### src/rtl/tl_execute_pipe.sv
// MIPS execute stage: forwarding muxes, ALU, branch target, EX/MEM register,
// plus an iterative unsigned MULTU/DIVU unit with HI/LO that stalls the front end.
module tl_execute_pipe #(
  parameter int len               = 32,
  parameter int NB_SENIAL_CONTROL = 8,
  parameter int NB_ALU_CONTROL    = 4,
  parameter int NB_REG            = 5
) (
  input  logic                         i_clk,
  input  logic                         i_reset,
  input  logic                         i_valid,
  input  logic                         i_flush,
  input  logic [len-1:0]               i_adder_if,
  input  logic [len-1:0]               i_dato1,
  input  logic [len-1:0]               i_dato2,
  input  logic [len-1:0]               i_sign_extend,
  input  logic [NB_SENIAL_CONTROL-1:0] i_senial_control,
  input  logic [NB_ALU_CONTROL-1:0]    i_alu_control,
  input  logic [NB_REG-1:0]            i_rt,
  input  logic [NB_REG-1:0]            i_rd,
  input  logic [1:0]                   i_fwd_a,
  input  logic [1:0]                   i_fwd_b,
  input  logic [len-1:0]               i_wb_data,
  input  logic [1:0]                   i_md_op,
  input  logic [1:0]                   i_md_read,
  output logic                         o_stall,
  output logic [len-1:0]               o_alu_result,
  output logic [len-1:0]               o_store_data,
  output logic [len-1:0]               o_branch_target,
  output logic                         o_PCSrc,
  output logic [NB_SENIAL_CONTROL-1:0] o_senial_control,
  output logic [NB_REG-1:0]            o_reg_dst
);
  localparam int CW = $clog2(len + 1);
  localparam logic [NB_ALU_CONTROL-1:0] ALU_AND  = 'd0;
  localparam logic [NB_ALU_CONTROL-1:0] ALU_OR   = 'd1;
  localparam logic [NB_ALU_CONTROL-1:0] ALU_ADD  = 'd2;
  localparam logic [NB_ALU_CONTROL-1:0] ALU_XOR  = 'd3;
  localparam logic [NB_ALU_CONTROL-1:0] ALU_SUB  = 'd6;
  localparam logic [NB_ALU_CONTROL-1:0] ALU_SLT  = 'd7;
  localparam logic [NB_ALU_CONTROL-1:0] ALU_SLTU = 'd8;
  localparam logic [NB_ALU_CONTROL-1:0] ALU_NOR  = 'd12;

  logic [len-1:0] op_a, op_bf, op_b, alu_res, res_mux;
  logic           zero, accept, issue;

  logic           busy, md_div;
  logic [CW-1:0]  cnt;
  logic [len-1:0] hi, lo, md_hi, md_lo, md_b, nxt_hi, nxt_lo;
  logic [len:0]   mul_sum, div_shift, div_diff;

  always_comb begin
    case (i_fwd_a)
      2'b01:   op_a = o_alu_result;
      2'b10:   op_a = i_wb_data;
      default: op_a = i_dato1;
    endcase
    case (i_fwd_b)
      2'b01:   op_bf = o_alu_result;
      2'b10:   op_bf = i_wb_data;
      default: op_bf = i_dato2;
    endcase
  end

  assign op_b = i_senial_control[6] ? i_sign_extend : op_bf;

  always_comb begin
    alu_res = '0;
    case (i_alu_control)
      ALU_AND:  alu_res = op_a & op_b;
      ALU_OR:   alu_res = op_a | op_b;
      ALU_ADD:  alu_res = op_a + op_b;
      ALU_XOR:  alu_res = op_a ^ op_b;
      ALU_SUB:  alu_res = op_a - op_b;
      ALU_SLT:  alu_res = {{(len-1){1'b0}}, $signed(op_a) < $signed(op_b)};
      ALU_SLTU: alu_res = {{(len-1){1'b0}}, op_a < op_b};
      ALU_NOR:  alu_res = ~(op_a | op_b);
      default:  alu_res = '0;
    endcase
  end

  assign zero    = (alu_res == '0);
  assign o_stall = busy;
  assign accept  = i_valid && !busy && !i_flush;
  assign issue   = accept && (i_md_op == 2'b01 || i_md_op == 2'b10);

  always_comb begin
    case (i_md_read)
      2'b01:   res_mux = hi;
      2'b10:   res_mux = lo;
      default: res_mux = alu_res;
    endcase
  end

  // One iteration: shift-add for MULTU (md_hi:md_lo accumulates, md_lo holds
  // remaining multiplier bits), restoring step for DIVU (md_hi = partial remainder).
  assign mul_sum   = {1'b0, md_hi} + (md_lo[0] ? {1'b0, md_b} : '0);
  assign div_shift = {md_hi, md_lo[len-1]};
  assign div_diff  = div_shift - {1'b0, md_b};

  always_comb begin
    if (md_div) begin
      if (!div_diff[len]) begin
        nxt_hi = div_diff[len-1:0];
        nxt_lo = {md_lo[len-2:0], 1'b1};
      end else begin
        nxt_hi = div_shift[len-1:0];
        nxt_lo = {md_lo[len-2:0], 1'b0};
      end
    end else begin
      nxt_hi = mul_sum[len:1];
      nxt_lo = {mul_sum[0], md_lo[len-1:1]};
    end
  end

  always_ff @(posedge i_clk or posedge i_reset) begin
    if (i_reset) begin
      busy   <= 1'b0;
      cnt    <= '0;
      hi     <= '0;
      lo     <= '0;
      md_hi  <= '0;
      md_lo  <= '0;
      md_b   <= '0;
      md_div <= 1'b0;
    end else if (issue) begin
      busy   <= 1'b1;
      cnt    <= CW'(len);
      md_hi  <= '0;
      md_lo  <= op_a;
      md_b   <= op_bf;
      md_div <= (i_md_op == 2'b10);
    end else if (busy) begin
      cnt   <= cnt - 1'b1;
      md_hi <= nxt_hi;
      md_lo <= nxt_lo;
      if (cnt == CW'(1)) begin
        busy <= 1'b0;
        hi   <= nxt_hi;
        lo   <= nxt_lo;
      end
    end
  end

  // Bubbles clear only control and PCSrc; data fields hold so forwarding stays stable.
  always_ff @(posedge i_clk or posedge i_reset) begin
    if (i_reset) begin
      o_alu_result     <= '0;
      o_store_data     <= '0;
      o_branch_target  <= '0;
      o_PCSrc          <= 1'b0;
      o_senial_control <= '0;
      o_reg_dst        <= '0;
    end else if (accept) begin
      o_alu_result     <= res_mux;
      o_store_data     <= op_bf;
      o_branch_target  <= i_adder_if + (i_sign_extend << 2);
      o_PCSrc          <= i_senial_control[2] & zero;
      o_senial_control <= i_senial_control;
      o_reg_dst        <= i_senial_control[5] ? i_rd : i_rt;
    end else begin
      o_PCSrc          <= 1'b0;
      o_senial_control <= '0;
    end
  end
endmodule

### config.mk
export PLATFORM = sky130hd
export DESIGN_NAME = tl_execute_pipe
export DESIGN_NICKNAME = d
export VERILOG_FILES = /design/src/rtl/tl_execute_pipe.sv
export SDC_FILE = /design/constraint.sdc
export NUM_CORES = 1
export LEC_CHECK = 0
export CAP_MARGIN = 20
export CORE_ASPECT_RATIO = 0.6
export CORE_UTILIZATION = 35
export CTS_CLUSTER_DIAMETER = 40
export DETAILED_ROUTE_END_ITERATION = 8
export PLACE_DENSITY = 0.59
export SLEW_MARGIN = 20
export SYNTH_ARGS = -nofsm -noshare
export SYNTH_HDL_FRONTEND = slang
export SYNTH_SLANG_ARGS = --single-unit
### constraint.sdc
create_clock -name i_clk -period 19.73 [get_ports i_clk]
set_clock_uncertainty 0.05 [all_clocks]
set_input_delay 3.946 -clock i_clk [delete_from_list [all_inputs] [get_ports i_clk]]
set_output_delay 3.946 -clock i_clk [all_outputs]
set_load 0.05 [all_outputs]
Word level (Yosys, flattened, before mapping)
Cells that the tools add are included.
Storage, ports and cells
  flip-flop bits (word level): 278
  latch bits: 0
  RAM bits: 0
  ROM bits: 0
  bits of input ports: 194
  output and inout bits: 111
  logic and storage cells: 76
  memories kept: 0
Cells by class
  add/sub/neg operators: 6
  $mul: 0
  divide/modulo/power cells: 0
  magnitude comparators: 2
  equal/unequal tests: 16
  shift-type cells: 0
  mux-type cells: 22
  bitwise logic cells: 6
  reduce and logical (&&, ||, !) cells: 10
Operator list (number)
  32-bit two-way mux: 9
  32-bit case mux with 8 select lines: 1
  32-bit case mux with 2 select lines: 3
  32-bit adder: 2
  32-bit < comparator: 2
  32-bit by 32-bit adder with 33-bit output: 1
  33-bit by 32-bit subtractor with 33-bit output: 1
  32-bit bitwise AND: 1
  32-bit logical NOT: 1
  32-bit NOT: 1
  32-bit bitwise OR: 1
  32-bit subtractor: 1
  32-bit bitwise XOR: 1
  6-bit two-way mux: 2
  2-bit by 1-bit equality test with 1-bit output (second input constant): 4
  2-bit equality test (second input constant): 4
  4-bit by 2-bit equality test with 1-bit output (second input constant): 2
  4-bit by 3-bit equality test with 1-bit output (second input constant): 2
  4-bit equality test (second input constant): 2
  8-bit two-way mux: 1
  6-bit by 1-bit equality test with 1-bit output (second input constant): 1
  6-bit by 1-bit subtractor with 6-bit output (second input constant): 1
  1-bit two-way mux: 5
  5-bit two-way mux: 1
  other kinds (9): 12

Depth between registers and ports, before layout
Gate-level depths: netlist (run 1).
  word-level depth: 9
  depth in mapped cells: 21
  depth with buffers taken out: 20

Worst setup path before layout (run 1)
OpenSTA, ideal clock, no wires.
  kind: input-to-reg
  start: input port i_fwd_b[0]
  end: register o_PCSrc
  library setup time: 0.096 ns
  arrival time: 8.261 ns
  required time: 19.584 ns
  setup slack: 11.323 ns
  cell stages on the path: 19
  buffers on the path: 2
  cell sequence: inv_1 > ha_1 > clkbuf_1 > clkbuf_1 > a21oi_1 > o21ai_0 > ha_1 > inv_1 > fa_1 > nor2b_2 > o311ai_4 > o2bb2ai_1 > o211ai_2 > a311o_1 > a221o_1 > a21oi_2 > nand2b_1 > or4b_1 > nor4_2
Between the ends
  word-level cells in the longest chain between the ends: 9
  elaborated cells on any way between the ends: 16
  those cells by class: 2 x add/sub; 2 x order compare; 2 x eq/ne; 4 x mux; 5 x bitwise; 1 x reduce/logical
RTL lines
  from (decl): line 22  | input logic [1:0] i_fwd_b,
  2-bit equality test or 2-bit by 1-bit equality test with 1-bit output (tied branches): line 58  | case (i_fwd_b)
  32-bit case mux with 2 select lines *: line 58
  32-bit two-way mux *: line 65  | assign op_b = i_senial_control[6] ? i_sign_extend : op_bf;
  branches (longest 2 deep; another with 32-bit subtractor)
  32-bit case mux with 8 select lines *: line 69  | case (i_alu_control)
  32-bit logical NOT *: line 82  | assign zero = (alu_res == '0);
  1-bit bitwise AND *: line 158  | o_PCSrc <= i_senial_control[2] & zero;
  1-bit two-way mux *: line 154  | end else if (accept) begin
  to (signal assigned): line 158
  to (decl): line 30  | output logic o_PCSrc,
Mark *: on every way between the ends.
A chain may end at the register's enable or synchronous reset.

Worst setup path after layout (run 1)
  start: input port i_fwd_b[0]
  end: register o_alu_result[30]
Between the ends
  word-level cells in the longest chain between the ends: 7
  elaborated cells on any way between the ends: 12
  those cells by class: 2 x add/sub; 2 x eq/ne; 4 x mux; 4 x bitwise
RTL lines
  2-bit equality test or 2-bit by 1-bit equality test with 1-bit output (tied branches): line 58
  32-bit case mux with 2 select lines *: line 58
  32-bit two-way mux *: line 65
  branches (longest 2 deep; another with 32-bit subtractor)
  32-bit case mux with 8 select lines *: line 69
  32-bit case mux with 2 select lines *: line 88  | case (i_md_read)
  to (signal assigned): line 155  | o_alu_result <= res_mux;
  to (decl): line 27  | output logic [len-1:0] o_alu_result,
Marked as above.

==> flow_metrics.env, run 1 <==
export IMPL_outcome="finished clean"
export IMPL_yosys_most_used_dff="dfrtp_1"
export IMPL_synth_cell_types=110
export IMPL_fillCellCount=6687
export IMPL_postCtsSetupRepairBufs=0
export IMPL_final_cell_mix="nand2_1, o21ai_0, clkdlybuf4s50_1"
export IMPL_rows=73
export IMPL_slew_headroom_pct=19.26
export IMPL_die_area_um2=69490
export IMPL_antenna_found_initial=14
export IMPL_rrSetupSlack_ns=14.01
export IMPL_fmax_mhz=102.4
export IMPL_start_kind="input port"
export IMPL_whs_ns=0.4268
export IMPL_maxCapViolations=0
export IMPL_wl_per_cell_um=25.38
export IMPL_grt_max_degree=100
export IMPL_ys_warnings_count=0
export IMPL_power_density_nw_per_um2=158.4
export IMPL_viasPerCell=5.953
export IMPL_cp_startpoint="i_fwd_b[0]"
export IMPL_dpl_cell_area_um2=27630
export IMPL_gp_congestion=1.024
export IMPL_syn_nets=3338
export IMPL_drive_gt1_share_pct=8.367
export IMPL_wl_met1_um=49260
export IMPL_cp_max_fo=39
export IMPL_fin_crit_sh_pct=49.49
export IMPL_dr_pass1_iters=6
export IMPL_overflow=0
export IMPL_htree_levels=2
export IMPL_finalSetupTns_ns=0
export IMPL_gr_usage_all_layers_pct=29.22
export IMPL_cp_cell_sequence="clkdlybuf4s50_1 -> inv_1 -> ha_2 -> buf_4 -> nor2_1 -> a21oi_1 -> o21ai_0 -> ha_1 -> a21oi_1 -> o211ai_2 -> a211oi_2 -> o22ai_1 -> a31o_2 -> a31oi_1 -> o311ai_0 -> nor2b_1 -> a311oi_1 -> a211oi_1 -> a21o_1"
export IMPL_timing_rr_start="o_alu_result[0]"
export IMPL_seq_area_frac_synth_pct=29.06
export IMPL_synthesis_area_um2=23940
export IMPL_layout_cells_non_filler=4084
export IMPL_p_leak_nw=12.94
export IMPL_grt_pass1_vias=22420
export IMPL_cts_buffer_depth=3
export IMPL_max_stage_delay_ns=0.60
export IMPL_finalHoldViolations=0
export IMPL_rsz0062_at_grt="no"
export IMPL_setup_worst_path_class="input port to register"
export IMPL_cts_buffers=40
export IMPL_worstMarginPinSlew_ns=1.211
export IMPL_fin_crit_ns=9.765
export IMPL_layout_commonest_cell="nand2_1"
export IMPL_grt_first_pass_wirelength_um=152600
export IMPL_async_reset_ff_share_pct=100.0
export IMPL_cts_sinks=278
export IMPL_clkTransAtPathRegs_ns=0.06
export IMPL_hpwlAfterDp_um=80010
export IMPL_nets=3545
export IMPL_setup_violations=0
export IMPL_place_inst=4006
export IMPL_top_level_ports=305
export IMPL_peakVddDrop_mv=0.1275
export IMPL_drt_total_wl_um=103700
export IMPL_hold_class="register to register"
export IMPL_drt_iter0_markers=3112
export IMPL_drv_slew=0
export IMPL_clk_latency_ns=0.58
export IMPL_wl_met3_um=13580
export IMPL_start_util_pct=35.76
export IMPL_wl_met2_um=38630
export IMPL_drc_errors=0
export IMPL_crit_slowest_cell="ha_1"
export IMPL_cts_root_buf="clkbuf_16"
export IMPL_die_y_um=204.6
export IMPL_portBuffers=304
export IMPL_postCtsHoldBufs=0
export IMPL_die_w_um=339.7
export IMPL_cts_resized=0
export IMPL_area_growth_pct=21.09
export IMPL_cp_arrival_ns=10.17
export IMPL_cts_tree="done"
export IMPL_synth_seq_cells=278
export IMPL_synth_avg_cell_area_um2=8.141
export IMPL_endpoint="o_alu_result[30]"
export IMPL_endpoint_kind="register"
export IMPL_ant_nets=0
export IMPL_worstPathRequired_ns=20.14
export IMPL_fp_coreArea_um2=66950
export IMPL_cp_common_cell="a21oi_1"
export IMPL_synth_cells=2941
export IMPL_stdcell_area_um2=28990
export IMPL_final_util_pct=43.30
export IMPL_vias=24310
export IMPL_reg2reg_depth=17
export IMPL_synth_edf_count=0
export IMPL_r2r_end="o_alu_result[30]"
export IMPL_highest_layer="met5"
[synthesized netlist by cell type, types with 30 or more instances]
cell type	instances	area, um^2
nand2_1	368	1381
nand2b_1	30	187.7
ha_1	198	2477
xor2_1	36	315.3
a22oi_1	108	810.8
and2_1	46	287.8
o21a_1	30	225.2
nand3_1	31	155.2
clkbuf_1	130	488.0
a21oi_1	211	1056
xnor2_1	49	429.2
dfrtp_1	278	6957
nor3_1	38	190.2
mux2i_1	40	400.4
nor2_1	217	814.5
a21o_1	54	405.4
o21ai_0	310	1551
a221oi_1	37	324.1
inv_1	166	623.1
mux2_2	78	878.3
[flip-flops by register name, indices dropped and copies added (netlist names), 32 cells and up]
signal and cells:
md_lo 32, o_alu_result 32, md_hi 32, o_store_data 32, lo 32, md_b 32
hi 32, o_branch_target 32
[cell families after synthesis]
family                   synth area share [%]
adder cells (fa/ha/maj)                 10.77
AND/OR/NAND/NOR                         16.36
buffers and inverters                   6.256
flip-flops                              29.06
XOR/XNOR                                3.177
multiplexers                            5.341
AO/OA/AOI/OAI                           29.05
[per-stage QoR]
step | total power, mW | setup WS (ns)
6_report | 4.592 | 9.965
5_1_grt | 4.894 | 9.959
4_1_cts | 4.564 | 10.33
3_5_place_dp | 3.797 | 9.748
3_3_place_gp | 3.793 | 9.801
2_1_floorplan | 2.902 | 8.069
[final cells by class]
cell class | instances | area (um^2) | area share (%)
flip-flops and latches | 278 | 6962 | 24.01
clock buffers | 46 | 1075 | 3.707
well taps | 900 | 1126 | 3.884
repair buffers | 347 | 3356 | 11.58
clock inverters | 27 | 277.8 | 0.9581
diodes | 5 | 12.51 | 0.04316
inverters | 168 | 638.1 | 2.201
multi-input cells | 2313 | 15540 | 53.62
[how the worst min path moves through the flow]
stage                                   from                  to  slack, ns  cells past startpoint
after floorplan                        hi[0]               hi[0]       0.40                      2
after CTS                 o_branch_target[1]  o_branch_target[1]       0.43                      2
after global placement      o_store_data[26]    o_store_data[26]       0.41                      2
after detailed placement  o_branch_target[1]  o_branch_target[1]       0.42                      2
after global routing      o_branch_target[2]  o_branch_target[2]       0.46                      2
final                     o_branch_target[1]  o_branch_target[1]       0.43                      2
[critical path, delay by kind of cell]
kind	cells	cell delay, ns
AOI/OAI and AO/OA	12	3.99
buffers and inverters	3	0.92
adders and majority gates	2	0.89
and+or+nand+nor	2	0.34
[power by group]
| group | internal [mW] | switching [mW] | total (mW) |
|---|---|---|---|
| Sequential | 0.815 | 0.274 | 1.09 |
| Combinational | 1.01 | 1.75 | 2.76 |
| Clock | 0.419 | 0.326 | 0.745 |
[layer usage]
metal	GRT usage, %	vias up
met5	0	-
met4	6.049	16
met3	10.34	118
met2	38.30	1338
met1	44.52	11730
li1	-	11120
Note: power is estimated with default switching activity, not from simulation.
==> inputs of run 2 (changes only) <==
==> constraint.sdc (replaced) <==
create_clock -name i_clk -period 10.1 [get_ports i_clk]
set_clock_uncertainty 0.05 [all_clocks]
set_input_delay 2.02 -clock i_clk [delete_from_list [all_inputs] [get_ports i_clk]]
set_output_delay 2.02 -clock i_clk [all_outputs]
set_load 0.05 [all_outputs]
==> run 2 against run 1 <==
Effect of this change: core utilization rose by 0.21 points; cell count increased by 0.17%; clock power rose by 110%; die area did not move; via count is 0.77% higher; total power is 99% higher; sequential share of layout area fell by 0.11 points; critical endpoint is now o_PCSrc.
==> flow_metrics.env, run 2 (synthesis results as in run 1) <==
export IMPL_worst_path_stages=20
export IMPL_cts_buffers=42
export IMPL_cts_tree="done"
export IMPL_fin_crit_sh_pct=79.87
export IMPL_rrSetupSlack_ns=4.28
export IMPL_layout_commonest_cell="nand2_1"
export IMPL_rsz0062_at_grt="no"
export IMPL_seq_area_um2=6962
export IMPL_endpoint_kind="register"
export IMPL_clkTransAtPathRegs_ns=0.06
export IMPL_cts_buffer_depth=3
export IMPL_r2r_end="o_PCSrc"
export IMPL_power_density_nw_per_um2=313.6
export IMPL_wl_per_cell_um=25.91
export IMPL_vias=24500
export IMPL_overflow=0
export IMPL_cp_buffers_inverters=3
export IMPL_hpwlAfterDp_um=82070
export IMPL_finalSetupTns_ns=0
export IMPL_final_cell_mix="nand2_1, o21ai_0, clkdlybuf4s50_1"
export IMPL_fmax_mhz=124.0
export IMPL_worstMarginPinSlew_ns=1.292
export IMPL_stdcell_area_um2=29130
export IMPL_ant_nets=0
export IMPL_reg2reg_depth=16
export IMPL_drt_iter0_markers=2815
export IMPL_slew_headroom_pct=12.95
export IMPL_top_level_ports=305
export IMPL_setup_worst_path_class="input port to register"
export IMPL_p_leak_nw=13.00
export IMPL_hold_class="register to register"
export IMPL_cp_cell_sequence="clkdlybuf4s50_1 -> inv_1 -> ha_2 -> buf_4 -> a22oi_1 -> nor2_1 -> a21oi_1 -> o21ai_0 -> ha_1 -> nor4_2 -> nand3_1 -> a211oi_1 -> a21o_1 -> o21ai_0 -> a21boi_2 -> a2111oi_0 -> nor4_1 -> and4bb_2 -> nand4_1 -> nor4_2"
export IMPL_cp_arrival_ns=8.49
export IMPL_drive_gt1_share_pct=8.414
export IMPL_outcome="finished clean"
export IMPL_max_stage_delay_ns=0.65
export IMPL_cts_resized=0
export IMPL_timing_rr_start="o_alu_result[12]"
export IMPL_cp_max_fo=14
export IMPL_setup_violations=0
export IMPL_gp_congestion=1.040
export IMPL_worstPathRequired_ns=10.52
export IMPL_die_w_um=339.7
export IMPL_cpLargestDelayFamily="simple AND/OR/NAND/NOR gates"
export IMPL_cp_startpoint="i_fwd_b[0]"
export IMPL_rows=73
export IMPL_multi_input_area_um2=15540
export IMPL_peakVddDrop_mv=0.2269
export IMPL_postCtsHoldBufs=0
export IMPL_die_y_um=204.6
export IMPL_fin_crit_ns=8.067
export IMPL_drc_errors=0
export IMPL_crit_slowest_cell="nor4_1"
export IMPL_area_growth_pct=21.66
export IMPL_clk_latency_ns=0.58
export IMPL_maxCapViolations=0
export IMPL_die_area_um2=69490
export IMPL_cts_root_buf="clkbuf_16"
export IMPL_viasPerCell=5.989
export IMPL_endpoint="o_PCSrc"
export IMPL_cts_sinks=278
export IMPL_drt_total_wl_um=106000
export IMPL_grt_pass1_vias=22480
export IMPL_start_kind="input port"
export IMPL_htree_levels=2
export IMPL_start_util_pct=35.76
export IMPL_antenna_found_initial=16
export IMPL_whs_path_depth=2
export IMPL_fillCellCount=6696
export IMPL_drv_slew=0
export IMPL_nets=3550
export IMPL_dr_pass1_iters=6
export IMPL_grt_max_degree=145
export IMPL_hp_start="o_store_data[31]"
export IMPL_fp_coreArea_um2=66950
export IMPL_gr_usage_all_layers_pct=29.72
export IMPL_portBuffers=304
export IMPL_grt_first_pass_wirelength_um=154800
export IMPL_dpl_cell_area_um2=27670
export IMPL_postCtsSetupRepairBufs=0
export IMPL_finalHoldViolations=0
## run 2: worst reg2reg max path, cell delays in order, from the launching register on
cell	delay [ns]
dfrtp_1	0.41
a22oi_1	0.40
nor2_1	0.11
a21oi_1	0.56
o21ai_0	0.27
ha_1	0.50
nor4_2	0.63
nand3_1	0.21
a211oi_1	0.27
a21o_1	0.21
o21ai_0	0.24
a21boi_2	0.28
a2111oi_0	0.14
nor4_1	0.65
and4bb_2	0.33
nand4_1	0.16
nor4_2	0.30
## run 2: per-layer routing
| metal | part of all wire (%) | wire length [um] | track usage [%] | vias up |
|---|---|---|---|---|
| met1 | 47 | 50150 | 45.31 | 11810 |
| met5 | 0.14 | 144 | 0 | - |
| li1 | - | - | - | 11130 |
| met2 | 37 | 39520 | 38.74 | 1384 |
| met3 | 13 | 13810 | 10.45 | 159 |
| met4 | 2.2 | 2379 | 6.660 | 20 |
## run 2: stage by stage
step	setup WS [ns]	utilization (%)	hold slack (ns)	cells	total power, mW
finish	2.033	43.51	0.4305	4091	9.133
global route	1.783	43.49	0.4530	4087	9.693
CTS	2.255	43.48	0.4385	4085	9.053
detailed placement	1.789	41.32	0.4229	4009	7.444
global placement	1.787	41.31	0.4141	4008	7.444
floorplan	0.3645	-	0.4003	2941	5.668
## run 2: worst min path at each step
stage,end,slack [ns]
finish,o_store_data[31],0.43
global route,o_branch_target[17],0.45
CTS,hi[0],0.44
detailed placement,o_branch_target[0],0.42
global placement,o_branch_target[26],0.41
floorplan,hi[0],0.40
## run 2: area by class of cell
class                   count  area share [%]
inverters                 168           2.191
repair buffers            350           11.66
flip-flops and latches    278           23.90
multi-input cells        2313           53.36
diodes                      6         0.05155
clock inverters            26           1.117
clock buffers              50           3.853
well taps                 900           3.866
## run 2: power by group
| part | internal [mW] | total [mW] | leakage, nW | switching [mW] |
|---|---|---|---|---|
| Clock | 0.919 | 1.56 | 0.695 | 0.645 |
| Combinational | 1.97 | 5.44 | 8.68 | 3.47 |
| Sequential | 1.59 | 2.13 | 3.62 | 0.542 |
